$ cat config.mk
export PLATFORM = sky130hd
export DESIGN_NAME = bit_stream_deserializer
export DESIGN_NICKNAME = d
export VERILOG_FILES = /design/src/rtl/bit_stream_deserializer.sv
export SDC_FILE = /design/constraint.sdc
export NUM_CORES = 1
export LEC_CHECK = 0
export ABC_AREA = 1
export BUFFER_PORTS_ARGS = -buffer_cell sky130_fd_sc_hd__buf_2
export CORE_MARGIN = 5
export CORE_UTILIZATION = 45
export CTS_CLUSTER_DIAMETER = 30
export CTS_CLUSTER_SIZE = 24
export DETAILED_ROUTE_END_ITERATION = 10
export GPL_TIMING_DRIVEN = 0
export PLACE_DENSITY = 0.67
export SYNTH_ARGS = -nofsm -noshare
export SYNTH_HDL_FRONTEND = slang
export SYNTH_SLANG_ARGS = --single-unit
$ cat constraint.sdc
create_clock -name clk_i -period 1.5 [get_ports clk_i]
set_clock_uncertainty 0.15 [all_clocks]
set_input_delay 0.075 -clock clk_i [delete_from_list [all_inputs] [get_ports clk_i]]
set_output_delay 0.075 -clock clk_i [all_outputs]
set_load 0.1 [all_outputs]
$ cat src/rtl/bit_stream_deserializer.sv
// bit_stream_deserializer
//
// Collects a serial bit stream into WIDTH-bit parallel words. A word ends when
// WIDTH bits have arrived or when data_last_i is seen with a valid bit. Any
// bit positions not written before an early end stay zero. The output word
// therefore carries no extra ones into the population counter that follows.
//
// Parameters:
//   WIDTH     - parallel output word width in bits (>= 2)
//   MSB_FIRST - 1: first received bit goes to bit WIDTH-1
//               0: first received bit goes to bit 0
//
// Ports:
//   clk_i            - clock, all logic on the rising edge
//   arst_i           - asynchronous active-high reset
//   data_i           - serial data bit
//   data_val_i       - data_i is valid this cycle
//   data_last_i      - final bit of the current word (qualified by data_val_i)
//   deser_data_o     - assembled word, held until the next completion
//   deser_len_o      - number of received bits in deser_data_o (1..WIDTH)
//   deser_data_val_o - one-cycle pulse marking a new deser_data_o/deser_len_o
//   busy_o           - a partial word is in progress
module bit_stream_deserializer #(
  parameter int WIDTH     = 24,
  parameter int MSB_FIRST = 1
) (
  input  logic                       clk_i,
  input  logic                       arst_i,
  input  logic                       data_i,
  input  logic                       data_val_i,
  input  logic                       data_last_i,
  output logic [WIDTH-1:0]           deser_data_o,
  output logic [$clog2(WIDTH+1)-1:0] deser_len_o,
  output logic                       deser_data_val_o,
  output logic                       busy_o
);

  localparam int CW = $clog2(WIDTH);
  localparam int LW = $clog2(WIDTH+1);

  logic [CW-1:0]    cnt;
  logic [WIDTH-1:0] asm_q;
  logic [CW-1:0]    pos;
  logic [WIDTH-1:0] asm_with_bit;
  logic             complete;

  // Position of the incoming bit and the word as it would look with that bit
  // merged in. The merged value feeds both the output register (on
  // completion) and the assembly register (otherwise).
  always_comb begin
    pos          = cnt;
    asm_with_bit = asm_q;
    if (MSB_FIRST != 0) begin
      pos = CW'(WIDTH-1) - cnt;
    end
    asm_with_bit[pos] = data_i;
    complete = (cnt == CW'(WIDTH-1)) || data_last_i;
  end

  // Counter and assembly register. On completion both clear, so a valid bit
  // in the very next cycle starts a fresh word with no bubble.
  always_ff @(posedge clk_i or posedge arst_i) begin
    if (arst_i) begin
      cnt   <= '0;
      asm_q <= '0;
    end else if (data_val_i) begin
      if (complete) begin
        cnt   <= '0;
        asm_q <= '0;
      end else begin
        cnt   <= cnt + CW'(1);
        asm_q <= asm_with_bit;
      end
    end
  end

  // Output registers. The data/length pair holds between completions while
  // the valid flag is a single-cycle pulse.
  always_ff @(posedge clk_i or posedge arst_i) begin
    if (arst_i) begin
      deser_data_o     <= '0;
      deser_len_o      <= '0;
      deser_data_val_o <= 1'b0;
    end else begin
      deser_data_val_o <= 1'b0;
      if (data_val_i && complete) begin
        deser_data_o     <= asm_with_bit;
        deser_len_o      <= LW'(cnt) + LW'(1);
        deser_data_val_o <= 1'b1;
      end
    end
  end

  assign busy_o = (cnt != '0);

endmodule
==> impl_metrics.toml <==
[route]
wl_um = 8280
postRouteAntennaNets = 0
post_drt_wl_per_cell_um = 15.2
vias = 2848
dr.pass1.iters = 5
drt_iter0_drc = 166
drt-vias-per-instance = 5.23
drc = 0

[worst_setup_path]
crit_arrival_ns = 1.69
worst-path-stages = 8
critPathTopFamily = "flip-flops"
timing.rr.start = "cnt[0]"
worst-setup-path-type = "reg -> reg"
critical-path-max-stage-delay_ns = 0.44
cp_cell_sequence = "ha_4 > nand4_4 > nand2_4 > nand2_4 > buf_6 > clkbuf_16 > nand2_2 > nand2_1"
crit_top_cell = "nand2_4"
cpMaxStageDelayCell = "dfrtp_2"
crit_path_end_kind = "register"
worstPathMaxFanout = 4
reg2reg_depth = 8
cp_num_buf_inv = 2
crit_start = "cnt[0]"
startpoint_type = "register"
worstPathRequired_ns = 1.59

[place]
dp_cells = 497
io_buffer_count = 34
dp_hpwl_um = 4680
dp_worst_setup_slack_ns = -0.342
place_congestion = 0.813

[final_layout]
drive_gt1_share_pct = 39.7
diodes = 0
post-route-util_pct = 66.4
area_delta_synth_final_pct = 42.3
nets = 475
fin_cells = 545

[logic_synthesis]
yosysTopAreaCell = "dfrtp_1"
synth_top_area_share_pct = 49.2
synth_cells = 386
ys_seq_area_share_pct = 49.2
yosysMostFrequentCell = "nand2_1"
synth_area_leaders = "dfrtp_1, nand2_1, nand4_1"
synth_ff_type = "dfrtp_1"
synth-seq-cells = 59
yosys_warnings = 0
synthArstFlopShare_pct = 100
yosys-top-cells-count = "nand2_1, dfrtp_1, nand4_1"
synth_edf_count = 0
synth_fp_nets = 398
synth_area_mm2 = 0.00300
syn_avg_cell_area_um2 = 7.77
ys_types = 22

[die]
die_area_mm2 = 0.00839
io_pins = 36
die_y_um = 91.6
die_w_um = 91.6
rows = 29
start_util_pct = 46.7
core_area_mm2 = 0.00642

[clock_tree]
cts_buffer_depth = 2
clkTransAtPathRegs_ns = 0.07
cts_buffers = 9
htreeDepth = 3
cts_tree = "built"
cts_root_buffer = "clkbuf_8"
cts_sinks = 59
clk_latency_ns = 0.36

[timing]
fin_crit_sh_pct = 107
maxSlewViolCount = 0
report.final.hold_viol_count = 0
timing.final.crit_period_ns = 1.60
rsz0062_at_grt = "true"
slew_headroom_pct = 52.9
setup_viol_count_final = 52
tightest_slew_ns = 0.705
max_clock_freq_mhz = 624
fin_ws_ns = -0.102

[worst_hold_path]
holdCritStartpoint = "data_last_i"
holdPathStages = 4
min_path_type = "in -> reg"

[outcome]
status = "finished with violations"
violations = "negative setup slack"

[grt]
grt_pass1_vias = 2730
grtUsageTotal_pct = 19.5
gr-total-overflow = 0
grt_pass1_wl_um = 13100
antenna_found_initial = 0
grt_max_degree = 60

[power]
powerDensity_mw_per_mm2 = 1010
p_leak_uw = 0.00234
ir_drop_mv = 0.624

[job]
max-cap-violations = 0
==> kinds of logic (layout without fill, tap and decap cells) <==
kind of cell	after synthesis	count (layout)	synth area share, %
flops	59	59	49.2
buf+inv	37	117	6.97
compound gates	4	4	1.04
simple gates	279	281	39.8
fa+ha+maj	7	7	2.92
==> routing by layer <==
layer | wire length (um) | vias up | track usage (%)
met5 | 0 | - | 0
met4 | 165 | 0 | 8.04
met3 | 358 | 13 | 2.95
met2 | 3930 | 66 | 30.7
met1 | 3830 | 1374 | 27.0
li1 | - | 1395 | -
==> repair_timing <==
item / 4_1_cts / 5_1_grt
setup endpoints to repair: 60 / 60
hold buffers: 2 / 1
resized for setup: 46 / 72
pin swaps: 15 / 25
setup buffers: 15 / 7
gates cloned: 3 / 6
endpoints found under the hold margin: 66 / 30
==> registers in the layout, summed over array words and instances, names as in the netlist <==
register          count
asm_q                24
cnt                   5
deser_data_o         24
deser_data_val_o      1
deser_len_o           5
==> where the power goes <==
part	leakage (uW)	internal (uW)	switching (uW)	total, uW
combinational	0.00143	311	705	1020
sequential	0.000806	1650	46.2	1700
clock	0.000103	930	647	1580
==> stage by stage <==
| step | total power [uW] | setup TNS, ns | cell area (um^2) | hold WS, ns |
|---|---|---|---|---|
| after global routing | 4440 | -6.04 | 4270 | 0.100 |
| after detailed placement | 2490 | -14.66 | 3320 | 0.267 |
| after CTS | 4190 | -4.01 | 3860 | -0.0541 |
| final | 4290 | -2.84 | 4270 | 0.0507 |
| after global placement | 2480 | -12.93 | 3320 | 0.258 |
| after floorplan | 2330 | -3.27 | 3050 | 0.0245 |
==> path summary, 6_finish.rpt <==
| check | end | slack [ns] |
|---|---|---|
| min in group asynchronous | deser_len_o[2] | 0.23 |
| worst max-delay path | deser_data_o[18] | -0.10 |
| worst min-delay path | cnt[0] | 0.05 |
| worst max register to register | deser_data_o[18] | -0.10 |
| worst min register to register | deser_data_o[3] | 0.31 |
| max in group asynchronous | cnt[3] | 0.39 |
==> layout by cell type, fill, tap and decap left out, types with 4 or more instances in the layout <==
cell type  synthesis  layout
nand2_1          218     166
dfrtp_1           59      54
nand2_2            2      46
buf_2              8      36
nand4_1           33      33
buf_4              6      18
nand3_1           17      15
buf_6              5      10
nand2_4            1       9
clkbuf_8           0       9
nor2_4             1       6
clkbuf_4           0       5
inv_4              0       5
buf_8              0       5
ha_4               0       5
dfrtp_2            0       5
buf_12             0       5
inv_1              9       4
==> worst register-to-register path: cells and delay by family, from the launching register on <==
family        cells  cell delay, ns
fa+ha+maj         1            0.19
simple gates      5            0.41
buf+inv           2            0.30
flops             1            0.44
==> layout make-up <==
class | instances | area (um^2)
fill | 535 | 2160
multi-input combinational | 292 | 1620
sequential | 59 | 1480
timing repair buffer | 67 | 587
buffer | 21 | 195
clock buffer | 11 | 131
tap | 77 | 96.3
clock inverter | 5 | 77.6
inverter | 13 | 73.8
(Power assumes the default switching activity.)
